<file path="src/rtl/turing_dec_if.sv">
// Bus bundle for turing_dec: load/start controls, tape image and status outputs.
// The optional `step` signal exists only when TURING_STEP_EN is defined.
interface turing_dec_if #(
    parameter int TAPE_W = 10
);
    logic              load;
    logic              start;
    logic [TAPE_W-1:0] tape_in;
    logic              busy;
    logic              done;
    logic              underflow;
    logic [7:0]        steps;
    logic [TAPE_W-1:0] tape_out;
`ifdef TURING_STEP_EN
    logic              step;

    modport master (output load, start, tape_in, step,
                    input  busy, done, underflow, steps, tape_out);
    modport slave  (input  load, start, tape_in, step,
                    output busy, done, underflow, steps, tape_out);
`else
    modport master (output load, start, tape_in,
                    input  busy, done, underflow, steps, tape_out);
    modport slave  (input  load, start, tape_in,
                    output busy, done, underflow, steps, tape_out);
`endif
endinterface

</file>
<file path="src/rtl/turing_dec.sv">
// Single-tape Turing-machine decrementer: tape - 1 (mod 2^TAPE_W), LSB-first, then rewind.
// Define TURING_STEP_EN to add a `step` qualifier that gates SCAN/REWIND progress.
//
// state  | meaning
// IDLE   | waiting for load or start
// SCAN   | processing cell head, moving toward the MSB
// REWIND | moving head back toward cell 0
// DONE   | single-cycle completion, done pulse
module turing_dec #(
    parameter int TAPE_W = 10,
    parameter int HEAD_W = 4
) (
    input  logic         clk,
    input  logic         rst,
    turing_dec_if.slave  bus
);
    typedef enum logic [1:0] {S_IDLE, S_SCAN, S_REWIND, S_DONE} state_t;

    localparam logic [HEAD_W-1:0] LAST = HEAD_W'(TAPE_W - 1);

    state_t            state_q, state_d;
    logic [HEAD_W-1:0] head_q, head_d;
    logic [TAPE_W-1:0] tape_q, tape_d;
    logic [7:0]        steps_q, steps_d, steps_inc;
    logic              uf_q, uf_d;
    logic              busy_q, busy_d;
    logic              done_q, done_d;
    logic              adv;

`ifdef TURING_STEP_EN
    assign adv = bus.step;
`else
    assign adv = 1'b1;
`endif

    assign steps_inc = (steps_q == 8'hFF) ? steps_q : steps_q + 8'd1;

    always_comb begin
        state_d = state_q;
        head_d  = head_q;
        tape_d  = tape_q;
        steps_d = steps_q;
        uf_d    = uf_q;
        case (state_q)
            S_IDLE: begin
                if (bus.load) begin
                    tape_d = bus.tape_in;
                end else if (bus.start) begin
                    head_d  = '0;
                    steps_d = '0;
                    uf_d    = 1'b0;
                    state_d = S_SCAN;
                end
            end
            S_SCAN: begin
                if (adv) begin
                    steps_d = steps_inc;
                    if (tape_q[head_q]) begin
                        tape_d[head_q] = 1'b0;
                        state_d = (head_q == '0) ? S_DONE : S_REWIND;
                    end else begin
                        tape_d[head_q] = 1'b1;
                        if (head_q == LAST) begin
                            uf_d    = 1'b1;
                            state_d = S_REWIND;
                        end else begin
                            head_d = head_q + 1'b1;
                        end
                    end
                end
            end
            S_REWIND: begin
                // REWIND is only entered with head > 0, so head = 1 is the last move.
                if (adv) begin
                    steps_d = steps_inc;
                    head_d  = head_q - 1'b1;
                    if (head_q == HEAD_W'(1)) state_d = S_DONE;
                end
            end
            S_DONE:  state_d = S_IDLE;
            default: state_d = S_IDLE;
        endcase
        busy_d = (state_d != S_IDLE);
        done_d = (state_d == S_DONE);
    end

    always_ff @(posedge clk or posedge rst) begin
        if (rst) begin
            state_q <= S_IDLE;
            head_q  <= '0;
            tape_q  <= '0;
            steps_q <= '0;
            uf_q    <= 1'b0;
            busy_q  <= 1'b0;
            done_q  <= 1'b0;
        end else begin
            state_q <= state_d;
            head_q  <= head_d;
            tape_q  <= tape_d;
            steps_q <= steps_d;
            uf_q    <= uf_d;
            busy_q  <= busy_d;
            done_q  <= done_d;
        end
    end

    assign bus.busy      = busy_q;
    assign bus.done      = done_q;
    assign bus.underflow = uf_q;
    assign bus.steps     = steps_q;
    assign bus.tape_out  = tape_q;
endmodule

</file>
<file path="src/flat_wrapper.sv">
// flat-port wrapper written by rule: the top's interface ports become plain ports
module turing_dec_flat 
#(
    parameter int TAPE_W = 10,
    parameter int HEAD_W = 4
)
  (clk, rst, bus_load, bus_start, bus_tape_in, bus_busy, bus_done, bus_underflow, bus_steps, bus_tape_out);
  turing_dec_if #(.TAPE_W(TAPE_W)) bus_i ();
  input  logic clk;
  input  logic rst;
  input wire logic [$bits(bus_i.load)-1:0] bus_load;
  input wire logic [$bits(bus_i.start)-1:0] bus_start;
  input wire logic [$bits(bus_i.tape_in)-1:0] bus_tape_in;
  output wire logic [$bits(bus_i.busy)-1:0] bus_busy;
  output wire logic [$bits(bus_i.done)-1:0] bus_done;
  output wire logic [$bits(bus_i.underflow)-1:0] bus_underflow;
  output wire logic [$bits(bus_i.steps)-1:0] bus_steps;
  output wire logic [$bits(bus_i.tape_out)-1:0] bus_tape_out;
  assign bus_i.load = bus_load;
  assign bus_i.start = bus_start;
  assign bus_i.tape_in = bus_tape_in;
  assign bus_busy = bus_i.busy;
  assign bus_done = bus_i.done;
  assign bus_underflow = bus_i.underflow;
  assign bus_steps = bus_i.steps;
  assign bus_tape_out = bus_i.tape_out;
  turing_dec #(.TAPE_W(TAPE_W), .HEAD_W(HEAD_W)) u_core (.clk(clk), .rst(rst), .bus(bus_i));
endmodule
</file>
<file path="config.mk">
export PLATFORM = sky130hd
export DESIGN_NAME = turing_dec_flat
export DESIGN_NICKNAME = d
export VERILOG_FILES = /design/src/rtl/turing_dec_if.sv /design/src/rtl/turing_dec.sv /design/src/flat_wrapper.sv
export SDC_FILE = /design/constraint.sdc
export NUM_CORES = 1
export LEC_CHECK = 0
export BUFFER_PORTS_ARGS = -buffer_cell sky130_fd_sc_hd__buf_2
export CAP_MARGIN = 40
export CORE_ASPECT_RATIO = 0.9
export CORE_MARGIN = 5
export CORE_UTILIZATION = 55
export CTS_CLUSTER_DIAMETER = 30
export DETAILED_ROUTE_END_ITERATION = 12
export MAX_ROUTING_LAYER = met4
export PLACE_DENSITY_LB_ADDON = 0.3
export SYNTH_ARGS = -nofsm -noshare
export SYNTH_HDL_FRONTEND = slang
export SYNTH_SLANG_ARGS = --single-unit
</file>
<file path="constraint.sdc">
create_clock -name clk -period 2.45 [get_ports clk]
set_input_delay 0.6125 -clock clk [delete_from_list [all_inputs] [get_ports clk]]
set_output_delay 0.6125 -clock clk [all_outputs]
set_load 0.005 [all_outputs]
</file>
==> results_dict.tcl, run 1 <==
set metrics [dict create \
    max_stage_delay_ns 0.58 \
    dpl_worst_slack_ns 0.259 \
    run_status "finished, final reports clean" \
    crit_fanout 17 \
    avgSynthCellArea_um2 8.83 \
    cts_buffers 3 \
    clkLatencyLatePin_ns 0.27 \
    worstHoldPathType "input pin to async pin" \
    slew_headroom_pct 61.7 \
    ios 35 \
    cts_tree "done" \
    highest_layer "met4" \
    start_util_pct 55.9 \
    async_flop_share_pct 100 \
    tightestPinTransition_ns 0.573 \
    drt_iter0_drc 182 \
    rsz0062_at_grt "no" \
    yosys-top-cells-area "dfrtp_1, ha_1, a21oi_1" \
    routedWlPerCell_um 15.2 \
    cpMostUsedCell "nand2_1" \
    rows 20 \
    wl_met3_um 200 \
    post_cts.repair.setup_buffers 0 \
    dp_hpwl_um 3320 \
    grt_pass1_wl_um 7350 \
    place.gp.congestion 0.849 \
    reg2reg_depth 5 \
    r2r-start "u_core.head_q[2]$_DFFE_PP0P_" \
    drive_above_1_share_pct 21.7 \
    post_cts_hold_buffer_count 0 \
    setup_ws_ns 0.251 \
    wl_met1_um 2120 \
    dp_cells 284 \
    reg2reg_slack_ns 0.25 \
    synth.distinct_cells 46 \
    path_class "register to register" \
    synth_seq_cells 27 \
    numPortBuffers 34 \
    crit_slowest_cell "nor3b_1" \
    synth_common_cells "dfrtp_1, a21oi_1, nor2_1, o21ai_0, inv_1" \
    vdd_drop_max_mv 0.699 \
    cts.sinks 27 \
    fin_crit_ns 2.20 \
    critPathCaptureType "register" \
    power.density_mw_per_mm2 1240 \
    path_cells "nor3b_1, nand2_1, a221o_1, o221ai_1, nand2_1" \
    cp_num_buf_inv 0 \
    fp.dieW_um 71.1 \
    drt.antenna.violating_nets 0 \
    critical-path-top-delay-family "simple AND/OR/NAND/NOR gates" \
    worstPathArrival_ns 2.35 \
    timing_hold_violations_final 0 \
    yosysMostFrequentCell "dfrtp_1" \
    vias_per_cell 5.87 \
    nNetsFinal 270 \
    postSynthCellCount 209 \
    synthToLayoutAreaGrowth_pct 14.3 \
    tns_ns 0 \
    worstSetupStartpointType "register" \
    clk_root_buffer_cell "clkbuf_8" \
    antenna_found_initial 0 \
    slew_violations 0 \
    worstReg2RegEnd "u_core.bus.busy$_DFF_PP0_" \
    core_mm2 0.00330 \
    gr-total-overflow 0 \
    crit_path_end "u_core.bus.busy$_DFF_PP0_" \
    ys_seq_area_share_pct 36.6 \
    synth_nets 234 \
    cts_resized 0 \
    cp.required_ns 2.60 \
    clock_skew_ns 0.00253 \
    grt_max_degree 28 \
    vias 1690 \
    first_pass_iters 4 \
    fp.dieH_um 65.0 \
    grt_pass1_vias 1566 \
    syn-cell-area_mm2 0.00185 \
    htree_levels 1 \
    synth_edf_count 0 \
    finalCritPeriodShare_pct 89.8 \
    cts_buffer_depth 2 \
    die_area_mm2 0.00462 \
    grt.total_usage_pct 20.3 \
    clkTransAtPathRegs_ns 0.09 \
    yosysTopAreaCellShare_pct 36.6 \
    synth-main-ff-cell "dfrtp_1" \
    met2_length_um 2010 \
    leakagePower_nw 0.951 \
    yosys_warnings 0 \
    diodes 0 \
    yosys.area.top_type "dfrtp_1" \
    drc 0 \
    drv_cap 0 \
    path_depth 5 \
    stdcell_count 288 \
    fmax_ghz 0.455 \
    startpoint "u_core.head_q[2]$_DFFE_PP0P_" \
    setup_viol 0 \
    wl_um 4370 \
]
-- cell usage in the layout, fill, tap and decap left out, types with 3 or more instances in the layout --
cell type / count
o22ai_1: 10
a31oi_1: 9
o21ai_0: 16
buf_4: 6
nand2b_1: 6
nor2_1: 16
dfrtp_1: 27
clkbuf_8: 3
nor2b_1: 3
ha_1: 11
buf_2: 34
a21oi_1: 16
a22oi_1: 3
inv_1: 14
and2_1: 3
mux2i_1: 4
a22o_1: 3
nand2_1: 11
nand3_1: 9
o31ai_1: 4
-- power by group --
part	internal, mW	total (mW)	switching [mW]
combinational	0.673	1.62	0.951
clock	0.117	0.258	0.141
sequential	0.596	0.742	0.146
-- tightest hold or removal path, delay by kind of cell --
kind | cells | cell delay [ns]
buffers and inverters | 3 | 0.45
-- layer usage --
layer,vias up,GRT usage (%)
met5,-,-
met2,38,30.7
met1,812,28.9
li1,836,-
met3,4,3.72
met4,0,3.76
-- kinds of logic after synthesis --
| family | Yosys count | share of synthesized area (%) |
|---|---|---|
| mux | 7 | 4.41 |
| compound gates | 77 | 27.3 |
| simple gates | 62 | 17.6 |
| xor+xnor | 2 | 0.949 |
| buf+inv | 23 | 5.63 |
| flops | 27 | 36.6 |
| fa+ha+maj | 11 | 7.46 |
-- worst min path at each step --
stage                                    start                              end  depth (start not counted)
2_1_floorplan  u_core.bus.steps[7]$_DFFE_PP0P_  u_core.bus.steps[7]$_DFFE_PP0P_                          1
3_3_place_gp   u_core.bus.steps[7]$_DFFE_PP0P_  u_core.bus.steps[7]$_DFFE_PP0P_                          1
3_5_place_dp   u_core.bus.steps[7]$_DFFE_PP0P_  u_core.bus.steps[7]$_DFFE_PP0P_                          1
4_1_cts                                    rst                        async pin                          3
5_1_grt                                    rst                        async pin                          3
6_report                                   rst                        async pin                          3
-- through the flow --
| stage | power [mW] | hold WS [ns] | instance area, um^2 | utilization, % |
|---|---|---|---|---|
| 2_1_floorplan | 1.90 | 0.492 | 1850 | - |
| 3_3_place_gp | 2.30 | 0.498 | 2060 | 62.3 |
| 3_5_place_dp | 2.35 | 0.503 | 2060 | 62.5 |
| 4_1_cts | 2.62 | 0.388 | 2110 | 63.9 |
| 5_1_grt | 2.88 | 0.417 | 2110 | 63.9 |
| 6_report | 2.62 | 0.375 | 2110 | 63.9 |
-- cell type report --
cell class | instances | area (um^2)
fillers | 302 | 1190
multi-input cells | 159 | 1070
flip-flops and latches | 27 | 676
repair buffers | 40 | 215
well taps | 44 | 55.1
inverters | 14 | 52.6
clock buffers | 4 | 45.0
Power figures use the tool's default switching activity.
==> inputs of run 2 (changes only) <==
REMOVE_ABC_BUFFERS = 1   (was default)
==> results_dict.tcl, run 2 (synthesis results as in run 1) <==
set metrics [dict create \
    total_power_mw 2.63 \
    r2r-start "u_core.state_q[1]$_DFF_PP0_" \
    wl_um 4540 \
    seq_power_share_pct 28.0 \
    reg2reg_depth 6 \
    clkLatencyLatePin_ns 0.27 \
    first_pass_iters 4 \
    tns_ns 0 \
    clkTransAtPathRegs_ns 0.09 \
    rows 20 \
    grt_max_degree 28 \
    stdcell_count 289 \
    worstPathArrival_ns 2.34 \
    place.gp.congestion 0.944 \
    switching_share_pct 47.4 \
    gr-total-overflow 0 \
    antenna_found_initial 0 \
    fmax_ghz 0.457 \
    cts.sinks 27 \
    drive_above_1_share_pct 22.4 \
    pwr-share-comb_pct 62.3 \
    layout_commonest_cell "buf_2" \
    grt_pass1_wl_um 7630 \
    vias 1708 \
    crit_slowest_cell "dfrtp_1" \
    tightestPinTransition_ns 0.549 \
    dp_cells 285 \
    max_stage_delay_ns 0.43 \
    drt_iter0_drc 163 \
    synthToLayoutAreaGrowth_pct 14.8 \
    slew_violations 0 \
    drc 0 \
    start_util_pct 55.9 \
    routedWlPerCell_um 15.7 \
    grt.total_usage_pct 21.1 \
    critPathCaptureType "register" \
    crit_fanout 15 \
    p_int_mw 1.39 \
    numPortBuffers 34 \
    vias_per_cell 5.91 \
    clock_skew_ns 0.00153 \
    finalCritPeriodShare_pct 89.3 \
    p_switching_mw 1.25 \
    whs_ns 0.382 \
    cts_resized 0 \
    vdd_drop_max_mv 0.754 \
    setup_viol 0 \
    rsz0062_at_grt "no" \
    drv_cap 0 \
    cpMostUsedCell "inv_1" \
    path_class "register to register" \
    htree_levels 1 \
    dp_hpwl_um 3470 \
    core_mm2 0.00330 \
    slew_headroom_pct 63.3 \
    cp.required_ns 2.60 \
    fp.dieH_um 65.0 \
    fp.dieW_um 71.1 \
    die_area_mm2 0.00462 \
    layout.cells.most_common_list "buf_2, dfrtp_1, nor2_1, a21oi_1, o21ai_0" \
    reg2reg_slack_ns 0.26 \
    worstHoldPathType "input pin to async pin" \
    cts_tree "done" \
    nNetsFinal 271 \
    cts_buffer_depth 2 \
    worstSetupStartpointType "register" \
    diodes 0 \
    drt.antenna.violating_nets 0 \
    power.density_mw_per_mm2 1240 \
    clk_root_buffer_cell "clkbuf_8" \
    leakagePower_nw 0.959 \
    power_frac_clock_pct 9.6 \
    post_cts_hold_buffer_count 0 \
    cts_buffers 3 \
    grt_pass1_vias 1566 \
    path_cells "inv_1, ha_1, inv_1, nand3_1, o22ai_1, a21oi_1" \
    ios 35 \
    post_cts.repair.setup_buffers 0 \
    run_status "finished, final reports clean" \
    timing_hold_violations_final 0 \
    fin_crit_ns 2.19 \
]
run 2: changes by cell type in the layout (fill, tap and decap cells not counted):
| cell | change |
|---|---|
| buf_4 | +1 |
| clkbuf_1 | -1 |
| clkinv_2 | +1 |
run 2: worst max-delay path by stage:
stage                            startpoint                      endpoint  slack (ns)  cells after the start
2_1_floorplan  u_core.head_q[1]$_DFFE_PP0P_  u_core.head_q[3]$_DFFE_PP0P_        0.48                      7
3_3_place_gp    u_core.state_q[1]$_DFF_PP0_                      register        0.31                      6
3_5_place_dp    u_core.state_q[1]$_DFF_PP0_                      register        0.29                      6
4_1_cts         u_core.state_q[1]$_DFF_PP0_                      register        0.27                      6
5_1_grt         u_core.state_q[1]$_DFF_PP0_                      register        0.05                      6
6_report        u_core.state_q[1]$_DFF_PP0_                      register        0.26                      6
run 2: stage by stage:
step	utilization (%)	cell area, um^2	setup slack (ns)
finish	64.1	2120	0.263
global route	64.1	2120	0.0468
CTS	64.1	2120	0.273
detailed placement	62.7	2070	0.288
global placement	62.5	2060	0.311
floorplan	-	1790	0.482
run 2: power by group through the flow:
stage	clock network (mW)	logic, mW	registers [mW]
floorplan	0	1.10	0.751
global placement	0	1.57	0.741
detailed placement	0	1.63	0.745
CTS	0.263	1.63	0.738
global route	0.286	1.83	0.769
finish	0.253	1.64	0.739
run 2: critical path: cells and delay by family, from the launching register on:
family / cells / cell delay, ns
and+or+nand+nor: 1 / 0.38
DFF: 1 / 0.43
adders and majority gates: 1 / 0.39
buffers and inverters: 2 / 0.52
AOI/OAI and AO/OA: 2 / 0.35
run 2: routing by layer:
layer,global-route usage [%],part of all wire [%],vias to the layer above
met1,31.8,50,824
met4,3.52,0.53,0
met2,30.8,45,43
met3,2.48,4.2,2
li1,-,-,839
met5,-,0,-
run 2: layout make-up:
class	instances	area [um^2]
inverter	14	52.6
multi-input combinational	159	1070
clock buffer	3	41.3
tap	44	55.1
clock inverter	1	5.00
sequential	27	676
timing repair buffer	41	223
fill	312	1180
